==> src/rtl/cprv_lsu_stage_if.sv <==
// Bundle of ex/wb/dmem handshake and payload signals around the LSU stage.
interface cprv_lsu_stage_if #(
    parameter int unsigned DATA_WIDTH = 64,
    parameter int unsigned IMM_WIDTH  = 32
);
    localparam int unsigned STRB_W = DATA_WIDTH / 8;

    logic                  valid_mem_i;
    logic                  ready_mem_o;
    logic [DATA_WIDTH-1:0] rs1_data_mem_i;
    logic [DATA_WIDTH-1:0] rs2_data_mem_i;
    logic [DATA_WIDTH-1:0] alu_out_mem_i;
    logic [4:0]            rd_addr_mem_i;
    logic                  rd_en_mem_i;
    logic [IMM_WIDTH-1:0]  imm_data_mem_i;
    logic [6:0]            opcode_mem_i;
    logic [2:0]            funct3_mem_i;
    logic [6:0]            funct7_mem_i;
    logic                  mem_w_en_mem_i;

    logic                  valid_wb_o;
    logic                  ready_wb_i;
    logic [DATA_WIDTH-1:0] rs1_data_wb_o;
    logic [DATA_WIDTH-1:0] rs2_data_wb_o;
    logic [DATA_WIDTH-1:0] alu_out_wb_o;
    logic [DATA_WIDTH-1:0] mem_data_wb_o;
    logic [4:0]            rd_addr_wb_o;
    logic                  rd_en_wb_o;
    logic [IMM_WIDTH-1:0]  imm_data_wb_o;
    logic [6:0]            opcode_wb_o;
    logic [2:0]            funct3_wb_o;
    logic [6:0]            funct7_wb_o;
    logic                  w_en_wb_o;
    logic                  misalign_wb_o;

    logic                  valid_dmem_o;
    logic                  ready_dmem_i;
    logic [DATA_WIDTH-1:0] addr_dmem_o;
    logic [DATA_WIDTH-1:0] wdata_dmem_o;
    logic [STRB_W-1:0]     wstrb_dmem_o;
    logic                  w_en_dmem_o;

    logic                  valid_mem_dmem_i;
    logic                  ready_mem_dmem_o;
    logic [DATA_WIDTH-1:0] rdata_dmem_i;

    // LSU side
    modport slave (
        input  valid_mem_i, rs1_data_mem_i, rs2_data_mem_i, alu_out_mem_i, rd_addr_mem_i,
               rd_en_mem_i, imm_data_mem_i, opcode_mem_i, funct3_mem_i, funct7_mem_i,
               mem_w_en_mem_i, ready_wb_i, ready_dmem_i, valid_mem_dmem_i, rdata_dmem_i,
        output ready_mem_o, valid_wb_o, rs1_data_wb_o, rs2_data_wb_o, alu_out_wb_o,
               mem_data_wb_o, rd_addr_wb_o, rd_en_wb_o, imm_data_wb_o, opcode_wb_o,
               funct3_wb_o, funct7_wb_o, w_en_wb_o, misalign_wb_o, valid_dmem_o,
               addr_dmem_o, wdata_dmem_o, wstrb_dmem_o, w_en_dmem_o, ready_mem_dmem_o
    );

    // Pipeline and memory side
    modport master (
        output valid_mem_i, rs1_data_mem_i, rs2_data_mem_i, alu_out_mem_i, rd_addr_mem_i,
               rd_en_mem_i, imm_data_mem_i, opcode_mem_i, funct3_mem_i, funct7_mem_i,
               mem_w_en_mem_i, ready_wb_i, ready_dmem_i, valid_mem_dmem_i, rdata_dmem_i,
        input  ready_mem_o, valid_wb_o, rs1_data_wb_o, rs2_data_wb_o, alu_out_wb_o,
               mem_data_wb_o, rd_addr_wb_o, rd_en_wb_o, imm_data_wb_o, opcode_wb_o,
               funct3_wb_o, funct7_wb_o, w_en_wb_o, misalign_wb_o, valid_dmem_o,
               addr_dmem_o, wdata_dmem_o, wstrb_dmem_o, w_en_dmem_o, ready_mem_dmem_o
    );
endinterface

==> src/rtl/cprv_lsu_stage.sv <==
// In-order load/store stage: tracking FIFO, single dmem request register, load alignment.
module cprv_lsu_stage #(
    parameter int unsigned DATA_WIDTH = 64,
    parameter int unsigned IMM_WIDTH  = 32,
    parameter int unsigned DEPTH      = 4
) (
    input logic             clk,
    input logic             rst,
    cprv_lsu_stage_if.slave bus
);
    localparam int unsigned STRB_W = DATA_WIDTH / 8;
    localparam int unsigned OFF_W  = $clog2(STRB_W);
    localparam int unsigned PTR_W  = $clog2(DEPTH);
    localparam int unsigned CNT_W  = PTR_W + 1;
    localparam logic [6:0]  OP_LOAD  = 7'b0000011;
    localparam logic [6:0]  OP_STORE = 7'b0100011;

    typedef struct packed {
        logic [DATA_WIDTH-1:0] rs1;
        logic [DATA_WIDTH-1:0] rs2;
        logic [DATA_WIDTH-1:0] alu;
        logic [DATA_WIDTH-1:0] mem_data;
        logic [IMM_WIDTH-1:0]  imm;
        logic [4:0]            rd;
        logic                  rd_en;
        logic [6:0]            opcode;
        logic [2:0]            funct3;
        logic [6:0]            funct7;
        logic                  w_en;
        logic                  misalign;
        logic                  done;
    } entry_t;

    entry_t            fifo [DEPTH];
    logic [PTR_W-1:0]  head, tail, rsp_idx;
    logic [CNT_W-1:0]  count, out_cnt;

    logic                  req_valid, req_w_en;
    logic [DATA_WIDTH-1:0] req_addr, req_wdata;
    logic [STRB_W-1:0]     req_wstrb;

    logic                  is_load, is_store, is_mem, illegal, misalign, fault, issue;
    logic [OFF_W-1:0]      off;
    logic [3:0]            nbytes;
    logic [STRB_W-1:0]     strb;
    logic                  wb_valid, pop, push, ready_mem, req_hs, rsp_hs;
    logic [DATA_WIDTH-1:0] ld_shift, ld_data;
    entry_t                new_entry;

    // Decode size, alignment and legality of the incoming instruction
    always_comb begin
        is_load  = (bus.opcode_mem_i == OP_LOAD);
        is_store = (bus.opcode_mem_i == OP_STORE);
        is_mem   = is_load | is_store;
        off      = bus.alu_out_mem_i[OFF_W-1:0];
        nbytes   = 4'd1 << bus.funct3_mem_i[1:0];
        illegal  = (is_load && bus.funct3_mem_i == 3'b111) ||
                   ((DATA_WIDTH == 32) && ((bus.funct3_mem_i[1:0] == 2'b11) ||
                                           (is_load && bus.funct3_mem_i == 3'b110)));
        misalign = (OFF_W'(nbytes - 4'd1) & off) != '0;
        fault    = is_mem & (illegal | misalign);
        issue    = is_mem & ~fault;
        strb     = STRB_W'((32'd1 << nbytes) - 32'd1) << off;

        new_entry          = '0;
        new_entry.rs1      = bus.rs1_data_mem_i;
        new_entry.rs2      = bus.rs2_data_mem_i;
        new_entry.alu      = bus.alu_out_mem_i;
        new_entry.imm      = bus.imm_data_mem_i;
        new_entry.rd       = bus.rd_addr_mem_i;
        new_entry.rd_en    = bus.rd_en_mem_i & ~fault;
        new_entry.opcode   = bus.opcode_mem_i;
        new_entry.funct3   = bus.funct3_mem_i;
        new_entry.funct7   = bus.funct7_mem_i;
        new_entry.w_en     = bus.mem_w_en_mem_i & ~fault;
        new_entry.misalign = fault;
        new_entry.done     = ~issue;
    end

    assign wb_valid  = (count != '0) && fifo[head].done;
    assign pop       = wb_valid & bus.ready_wb_i;
    assign ready_mem = ((count < CNT_W'(DEPTH)) | pop) & (~is_mem | ~req_valid | bus.ready_dmem_i);
    assign push      = bus.valid_mem_i & ready_mem;
    assign req_hs    = req_valid & bus.ready_dmem_i;
    assign rsp_hs    = bus.valid_mem_dmem_i & (out_cnt != '0);

    // Oldest entry still waiting on dmem receives the next response
    always_comb begin
        rsp_idx = '0;
        for (int i = int'(DEPTH) - 1; i >= 0; i--) begin
            if ((CNT_W'(i) < count) && !fifo[head + PTR_W'(i)].done) begin
                rsp_idx = head + PTR_W'(i);
            end
        end
    end

    // Align returned load data by the entry's byte offset, then extend per funct3
    always_comb begin
        ld_shift = bus.rdata_dmem_i >> {fifo[rsp_idx].alu[OFF_W-1:0], 3'b000};
        case (fifo[rsp_idx].funct3)
            3'b000:  ld_data = DATA_WIDTH'($signed(ld_shift[7:0]));
            3'b001:  ld_data = DATA_WIDTH'($signed(ld_shift[15:0]));
            3'b010:  ld_data = DATA_WIDTH'($signed(ld_shift[31:0]));
            3'b100:  ld_data = DATA_WIDTH'(ld_shift[7:0]);
            3'b101:  ld_data = DATA_WIDTH'(ld_shift[15:0]);
            3'b110:  ld_data = DATA_WIDTH'(ld_shift[31:0]);
            default: ld_data = ld_shift;
        endcase
    end

    // Tracking FIFO: push at tail, response completion, pop at head
    always_ff @(posedge clk) begin
        if (rst) begin
            for (int i = 0; i < int'(DEPTH); i++) fifo[i] <= '0;
            head    <= '0;
            tail    <= '0;
            count   <= '0;
            out_cnt <= '0;
        end else begin
            if (push) begin
                fifo[tail] <= new_entry;
                tail       <= tail + PTR_W'(1);
            end
            if (rsp_hs) begin
                fifo[rsp_idx].done <= 1'b1;
                if (fifo[rsp_idx].opcode == OP_LOAD) fifo[rsp_idx].mem_data <= ld_data;
            end
            if (pop) head <= head + PTR_W'(1);
            count   <= count + CNT_W'(push) - CNT_W'(pop);
            out_cnt <= out_cnt + CNT_W'(req_hs) - CNT_W'(rsp_hs);
        end
    end

    // dmem request register; holds while the request is stalled
    always_ff @(posedge clk) begin
        if (rst) begin
            req_valid <= 1'b0;
            req_addr  <= '0;
            req_wdata <= '0;
            req_wstrb <= '0;
            req_w_en  <= 1'b0;
        end else if (push && issue) begin
            req_valid <= 1'b1;
            req_addr  <= {bus.alu_out_mem_i[DATA_WIDTH-1:OFF_W], {OFF_W{1'b0}}};
            req_wdata <= is_store ? (bus.rs2_data_mem_i << {off, 3'b000}) : '0;
            req_wstrb <= is_store ? strb : '1;
            req_w_en  <= is_store;
        end else if (bus.ready_dmem_i) begin
            req_valid <= 1'b0;
        end
    end

    assign bus.ready_mem_o      = ready_mem;
    assign bus.ready_mem_dmem_o = (out_cnt != '0);
    assign bus.valid_dmem_o     = req_valid;
    assign bus.addr_dmem_o      = req_addr;
    assign bus.wdata_dmem_o     = req_wdata;
    assign bus.wstrb_dmem_o     = req_wstrb;
    assign bus.w_en_dmem_o      = req_w_en;

    assign bus.valid_wb_o    = wb_valid;
    assign bus.rs1_data_wb_o = fifo[head].rs1;
    assign bus.rs2_data_wb_o = fifo[head].rs2;
    assign bus.alu_out_wb_o  = fifo[head].alu;
    assign bus.mem_data_wb_o = fifo[head].mem_data;
    assign bus.rd_addr_wb_o  = fifo[head].rd;
    assign bus.rd_en_wb_o    = fifo[head].rd_en;
    assign bus.imm_data_wb_o = fifo[head].imm;
    assign bus.opcode_wb_o   = fifo[head].opcode;
    assign bus.funct3_wb_o   = fifo[head].funct3;
    assign bus.funct7_wb_o   = fifo[head].funct7;
    assign bus.w_en_wb_o     = fifo[head].w_en;
    assign bus.misalign_wb_o = fifo[head].misalign;
endmodule

==> src/flat_wrapper.sv <==
// flat-port wrapper written by rule: the top's interface ports become plain ports
module cprv_lsu_stage_flat 
#(
    parameter int unsigned DATA_WIDTH = 64,
    parameter int unsigned IMM_WIDTH  = 32,
    parameter int unsigned DEPTH      = 4
)
  (clk, rst, bus_valid_mem_i, bus_rs1_data_mem_i, bus_rs2_data_mem_i, bus_alu_out_mem_i, bus_rd_addr_mem_i, bus_rd_en_mem_i, bus_imm_data_mem_i, bus_opcode_mem_i, bus_funct3_mem_i, bus_funct7_mem_i, bus_mem_w_en_mem_i, bus_ready_wb_i, bus_ready_dmem_i, bus_valid_mem_dmem_i, bus_rdata_dmem_i, bus_ready_mem_o, bus_valid_wb_o, bus_rs1_data_wb_o, bus_rs2_data_wb_o, bus_alu_out_wb_o, bus_mem_data_wb_o, bus_rd_addr_wb_o, bus_rd_en_wb_o, bus_imm_data_wb_o, bus_opcode_wb_o, bus_funct3_wb_o, bus_funct7_wb_o, bus_w_en_wb_o, bus_misalign_wb_o, bus_valid_dmem_o, bus_addr_dmem_o, bus_wdata_dmem_o, bus_wstrb_dmem_o, bus_w_en_dmem_o, bus_ready_mem_dmem_o);
  cprv_lsu_stage_if #(.DATA_WIDTH(DATA_WIDTH), .IMM_WIDTH(IMM_WIDTH)) bus_i ();
  input logic clk;
  input logic rst;
  input wire logic [$bits(bus_i.valid_mem_i)-1:0] bus_valid_mem_i;
  input wire logic [$bits(bus_i.rs1_data_mem_i)-1:0] bus_rs1_data_mem_i;
  input wire logic [$bits(bus_i.rs2_data_mem_i)-1:0] bus_rs2_data_mem_i;
  input wire logic [$bits(bus_i.alu_out_mem_i)-1:0] bus_alu_out_mem_i;
  input wire logic [$bits(bus_i.rd_addr_mem_i)-1:0] bus_rd_addr_mem_i;
  input wire logic [$bits(bus_i.rd_en_mem_i)-1:0] bus_rd_en_mem_i;
  input wire logic [$bits(bus_i.imm_data_mem_i)-1:0] bus_imm_data_mem_i;
  input wire logic [$bits(bus_i.opcode_mem_i)-1:0] bus_opcode_mem_i;
  input wire logic [$bits(bus_i.funct3_mem_i)-1:0] bus_funct3_mem_i;
  input wire logic [$bits(bus_i.funct7_mem_i)-1:0] bus_funct7_mem_i;
  input wire logic [$bits(bus_i.mem_w_en_mem_i)-1:0] bus_mem_w_en_mem_i;
  input wire logic [$bits(bus_i.ready_wb_i)-1:0] bus_ready_wb_i;
  input wire logic [$bits(bus_i.ready_dmem_i)-1:0] bus_ready_dmem_i;
  input wire logic [$bits(bus_i.valid_mem_dmem_i)-1:0] bus_valid_mem_dmem_i;
  input wire logic [$bits(bus_i.rdata_dmem_i)-1:0] bus_rdata_dmem_i;
  output wire logic [$bits(bus_i.ready_mem_o)-1:0] bus_ready_mem_o;
  output wire logic [$bits(bus_i.valid_wb_o)-1:0] bus_valid_wb_o;
  output wire logic [$bits(bus_i.rs1_data_wb_o)-1:0] bus_rs1_data_wb_o;
  output wire logic [$bits(bus_i.rs2_data_wb_o)-1:0] bus_rs2_data_wb_o;
  output wire logic [$bits(bus_i.alu_out_wb_o)-1:0] bus_alu_out_wb_o;
  output wire logic [$bits(bus_i.mem_data_wb_o)-1:0] bus_mem_data_wb_o;
  output wire logic [$bits(bus_i.rd_addr_wb_o)-1:0] bus_rd_addr_wb_o;
  output wire logic [$bits(bus_i.rd_en_wb_o)-1:0] bus_rd_en_wb_o;
  output wire logic [$bits(bus_i.imm_data_wb_o)-1:0] bus_imm_data_wb_o;
  output wire logic [$bits(bus_i.opcode_wb_o)-1:0] bus_opcode_wb_o;
  output wire logic [$bits(bus_i.funct3_wb_o)-1:0] bus_funct3_wb_o;
  output wire logic [$bits(bus_i.funct7_wb_o)-1:0] bus_funct7_wb_o;
  output wire logic [$bits(bus_i.w_en_wb_o)-1:0] bus_w_en_wb_o;
  output wire logic [$bits(bus_i.misalign_wb_o)-1:0] bus_misalign_wb_o;
  output wire logic [$bits(bus_i.valid_dmem_o)-1:0] bus_valid_dmem_o;
  output wire logic [$bits(bus_i.addr_dmem_o)-1:0] bus_addr_dmem_o;
  output wire logic [$bits(bus_i.wdata_dmem_o)-1:0] bus_wdata_dmem_o;
  output wire logic [$bits(bus_i.wstrb_dmem_o)-1:0] bus_wstrb_dmem_o;
  output wire logic [$bits(bus_i.w_en_dmem_o)-1:0] bus_w_en_dmem_o;
  output wire logic [$bits(bus_i.ready_mem_dmem_o)-1:0] bus_ready_mem_dmem_o;
  assign bus_i.valid_mem_i = bus_valid_mem_i;
  assign bus_i.rs1_data_mem_i = bus_rs1_data_mem_i;
  assign bus_i.rs2_data_mem_i = bus_rs2_data_mem_i;
  assign bus_i.alu_out_mem_i = bus_alu_out_mem_i;
  assign bus_i.rd_addr_mem_i = bus_rd_addr_mem_i;
  assign bus_i.rd_en_mem_i = bus_rd_en_mem_i;
  assign bus_i.imm_data_mem_i = bus_imm_data_mem_i;
  assign bus_i.opcode_mem_i = bus_opcode_mem_i;
  assign bus_i.funct3_mem_i = bus_funct3_mem_i;
  assign bus_i.funct7_mem_i = bus_funct7_mem_i;
  assign bus_i.mem_w_en_mem_i = bus_mem_w_en_mem_i;
  assign bus_i.ready_wb_i = bus_ready_wb_i;
  assign bus_i.ready_dmem_i = bus_ready_dmem_i;
  assign bus_i.valid_mem_dmem_i = bus_valid_mem_dmem_i;
  assign bus_i.rdata_dmem_i = bus_rdata_dmem_i;
  assign bus_ready_mem_o = bus_i.ready_mem_o;
  assign bus_valid_wb_o = bus_i.valid_wb_o;
  assign bus_rs1_data_wb_o = bus_i.rs1_data_wb_o;
  assign bus_rs2_data_wb_o = bus_i.rs2_data_wb_o;
  assign bus_alu_out_wb_o = bus_i.alu_out_wb_o;
  assign bus_mem_data_wb_o = bus_i.mem_data_wb_o;
  assign bus_rd_addr_wb_o = bus_i.rd_addr_wb_o;
  assign bus_rd_en_wb_o = bus_i.rd_en_wb_o;
  assign bus_imm_data_wb_o = bus_i.imm_data_wb_o;
  assign bus_opcode_wb_o = bus_i.opcode_wb_o;
  assign bus_funct3_wb_o = bus_i.funct3_wb_o;
  assign bus_funct7_wb_o = bus_i.funct7_wb_o;
  assign bus_w_en_wb_o = bus_i.w_en_wb_o;
  assign bus_misalign_wb_o = bus_i.misalign_wb_o;
  assign bus_valid_dmem_o = bus_i.valid_dmem_o;
  assign bus_addr_dmem_o = bus_i.addr_dmem_o;
  assign bus_wdata_dmem_o = bus_i.wdata_dmem_o;
  assign bus_wstrb_dmem_o = bus_i.wstrb_dmem_o;
  assign bus_w_en_dmem_o = bus_i.w_en_dmem_o;
  assign bus_ready_mem_dmem_o = bus_i.ready_mem_dmem_o;
  cprv_lsu_stage #(.DATA_WIDTH(DATA_WIDTH), .IMM_WIDTH(IMM_WIDTH), .DEPTH(DEPTH)) u_core (.clk(clk), .rst(rst), .bus(bus_i));
endmodule
==> config.mk <==
export PLATFORM = sky130hd
export DESIGN_NAME = cprv_lsu_stage_flat
export DESIGN_NICKNAME = d
export VERILOG_FILES = /design/src/rtl/cprv_lsu_stage_if.sv /design/src/rtl/cprv_lsu_stage.sv /design/src/flat_wrapper.sv
export SDC_FILE = /design/constraint.sdc
export NUM_CORES = 2
export LEC_CHECK = 0
export CORE_MARGIN = 3
export CORE_UTILIZATION = 45
export DETAILED_ROUTE_END_ITERATION = 7
export PLACE_DENSITY = 0.67
export REMOVE_ABC_BUFFERS = 1
export SLEW_MARGIN = 20
export SYNTH_ARGS = -nofsm -noshare
export SYNTH_HDL_FRONTEND = slang
export SYNTH_SLANG_ARGS = --single-unit
==> constraint.sdc <==
create_clock -name clk -period 16.4 [get_ports clk]
set_clock_uncertainty 0.2 [all_clocks]
set_input_delay 1.64 -clock clk [delete_from_list [all_inputs] [get_ports clk]]
set_output_delay 1.64 -clock clk [all_outputs]
set_load 0.05 [all_outputs]
==> summary.txt <==
Logic synthesis
  – Most common cell in the synthesized netlist: edfxtp_1
  – Top cells by count, synth: 1,252 x edfxtp_1, 606 x nor2_1, 517 x nand2_1
  – Yosys warns: 0
  – Cell area after technology mapping: 62,960 µm²
  – Async S/R FF share, synth: 0%
  – Synthesized netlist cell count: 4,721
  – Post-synth cell types: 71
  – Dominant cell type by area after synthesis: edfxtp_1
  – Top FF cell, synth: edfxtp_1
  – Mapped Avg Cell Area: 13.34 µm²
  – Synth top area cells: edfxtp_1 60%, mux4_2 11%, dfxtp_1 4.8%, nor2_1 3.6%, nand2_1 3.1%
  – Synth top area share: 59.72%
  – EDFF count, synth: 1,252
  – Sequential area share after synthesis: 64.52%
  – #FFs+latches synth: 1,403

Critical path
  – Worst EP arrival: 5.53 ns
  – Worst setup SP type: register
  – Max Fanout on Critical Path: 95
  – Worst Setup End Kind: output port
  – Required @ worst endpoint: 14.56 ns
  – CP Class: reg2out

STA
  – Slew @ Worst Pin: 1.239 ns
  – Fin crit share: 44.96%
  – Worst slew margin: 17.37%
  – Min Tclk post-route: 7.373 ns
  – Final TNS setup: 0 ns
  – Fmax: 135.6 MHz
  – Final slew viol count: 0
  – Slack of the critical path: 9.027 ns
  – RSZ-0062 raised after global routing: no
  – Final setup fails: 0
  – Final Hold Fails: 0

Power and ir drop
  – Peak VDD IR: 221.0 µV
  – Static leakage: 28.03 nW
  – Pwr/cell area: 162.3 nW/µm²

Detailed routing
  – Met1 wire length: 75.10 mm
  – Met2 routed WL: 92.97 mm
  – Met3 Wirelength: 15.13 mm
  – DRT iter0 DRCs: 3,915
  – Number of routed nets with antenna violations: 0
  – Drt drc: 0
  – DRT Pass-1 Iters: 7
  – Vias: 41,603
  – Top sig layer: met5
  – Avg WL per Cell: 26.08 µm
  – Post-Route WL: 191.2 mm
  – Via density: 5.674

GRT
  – Total GRT Usage: 26.08%
  – Initial antenna violation count: 25
  – First-pass GRT wire length: 280.6 mm
  – Vias in the first global route: 41,601
  – Pin count of the biggest net entering global routing: 140
  – Total gr overflow: 0

Floorplan
  – Die Width: 380.0 µm
  – Die Y-Extent: 380.0 µm
  – Initial Utilization: 45.56%
  – Num rows: 136
  – Total die area: 144,400 µm²
  – IO Pins: 772
  – Core area: 138,200 µm²

Clock tree
  – H-tree depth: 4
  – CTS tree: done
  – Setup Fix Bufs, Post-CTS: 0
  – # clock sinks: 1,403
  – CTS Buf Count: 152
  – Hold buffers post-CTS: 0
  – Clock Tree Root: clkbuf_16
  – Resize count post-CTS: 0
  – Clk_lat worst skew: 0.78 ns
  – Max Root-Sink Buffers: 3
  – Clk pin slew, worst setup/hold paths: 0.06 ns

Final layout
  – Area growth from synthesis to layout: 22.51%
  – Filler cells: 11,203
  – Final Net Count: 5,658
  – Share of layout cells above drive strength 1: 13.02%

Placement
  – Post-Place Worst Slack: 9.370 ns
  – GPL Wtd Cong: 0.8179
  – Dpl hpwl: 119.3 mm
  – IO Port Bufs: 768

Run status
  – Run status: finished clean

Worst hold path
  – Min-delay worst type: reg2reg

Flow run
  – Max-cap violations: 0
-- per-layer routing --
metal	GRT usage, %	vias to the layer above
met4	10.84	12
met2	42.18	1676
li1	-	18570
met5	0	-
met1	33.98	21013
met3	6.156	332
-- final cells by class --
| type | count | area, µm² | share of cell area [%] |
|---|---|---|---|
| antenna | 14 | 35.03 | 0.04542 |
| clock buffer | 197 | 4130 | 5.355 |
| clock inverter | 83 | 862.1 | 1.118 |
| inverter | 279 | 1055 | 1.368 |
| multi-input combinational | 2656 | 19830 | 25.71 |
| sequential | 1403 | 40630 | 52.68 |
| tap | 1863 | 2331 | 3.022 |
| timing repair buffer | 837 | 8259 | 10.71 |
-- metrics by stage --
| step | total power, mW | hold WS [ns] | area (µm²) | cells | utilization (%) |
|---|---|---|---|---|---|
| floorplan | 7.649 | 0.2752 | 61320 | 4338 | - |
| CTS | 12.55 | 0.2533 | 77060 | 7317 | 55.77 |
| finish | 12.52 | 0.2518 | 77130 | 7332 | 55.82 |
| global placement | 9.072 | 0.2388 | 72070 | 7037 | 52.16 |
| global route | 13.01 | 0.2723 | 77110 | 7327 | 55.81 |
| detailed placement | 9.120 | 0.2457 | 72070 | 7037 | 52.16 |
-- worst max-delay path, stage by stage (launching register included) --
cell,delay (ns)
dfxtp_4,0.80
buf_12,0.60
buf_4,0.86
buf_4,0.78
mux4_2,0.61
clkdlybuf4s50_1,0.78
-- cells by family after synthesis --
group,count (synthesis),share of synthesized area (%)
multiplexers,450,13.51
AND/OR/NAND/NOR,1578,11.09
AO/OA/AOI/OAI,607,6.262
flip-flops,1403,64.52
adder cells (fa/ha/maj),11,0.2425
other,1,0.005956
XOR/XNOR,7,0.09738
buffers and inverters,664,4.273
-- cell usage in the layout (no fill, tap or decap), types with 130 or more instances in the layout --
| cell | n |
|---|---|
| edfxtp_1 | 1252 |
| clkdlybuf4s50_1 | 763 |
| nor2_1 | 604 |
| nand2_1 | 512 |
| mux4_2 | 315 |
| inv_1 | 274 |
| and2_1 | 249 |
| a31oi_1 | 212 |
| clkbuf_16 | 158 |
| dfxtp_1 | 149 |
| a21oi_1 | 130 |
-- report_power, final --
part	leakage, nW	internal, mW	switching, mW
Combinational	11.4	1.51	3.17
Sequential	14.2	4.29	0.111
Clock	2.43	1.99	1.44
Total	28.0	7.80	4.73
-- state kept, by name, indices dropped and copies added, names as in the netlist, named ones only --
register	count
u_core.bus.wdata_dmem_o	64
u_core.out_cnt	3
u_core.fifo	1256
u_core.tail	2
u_core.bus.addr_dmem_o	61
u_core.bus.valid_dmem_o	1
u_core.bus.w_en_dmem_o	1
u_core.bus.wstrb_dmem_o	8
u_core.count	3
u_core.head	2
-- final timing paths --
kind / startpoint / end / slack, ns / depth (start not counted)
max: register / bus_rs2_data_wb_o[7] / 9.03 / 5
min reg2reg: u_core.bus.addr_dmem_o[43] / u_core.bus.addr_dmem_o[43] / 0.25 / 2
min: u_core.bus.addr_dmem_o[43] / u_core.bus.addr_dmem_o[43] / 0.25 / 2
max reg2reg: register / u_core.fifo[1][117] / 10.06 / 10
Note: power is estimated with default switching activity, not from simulation.
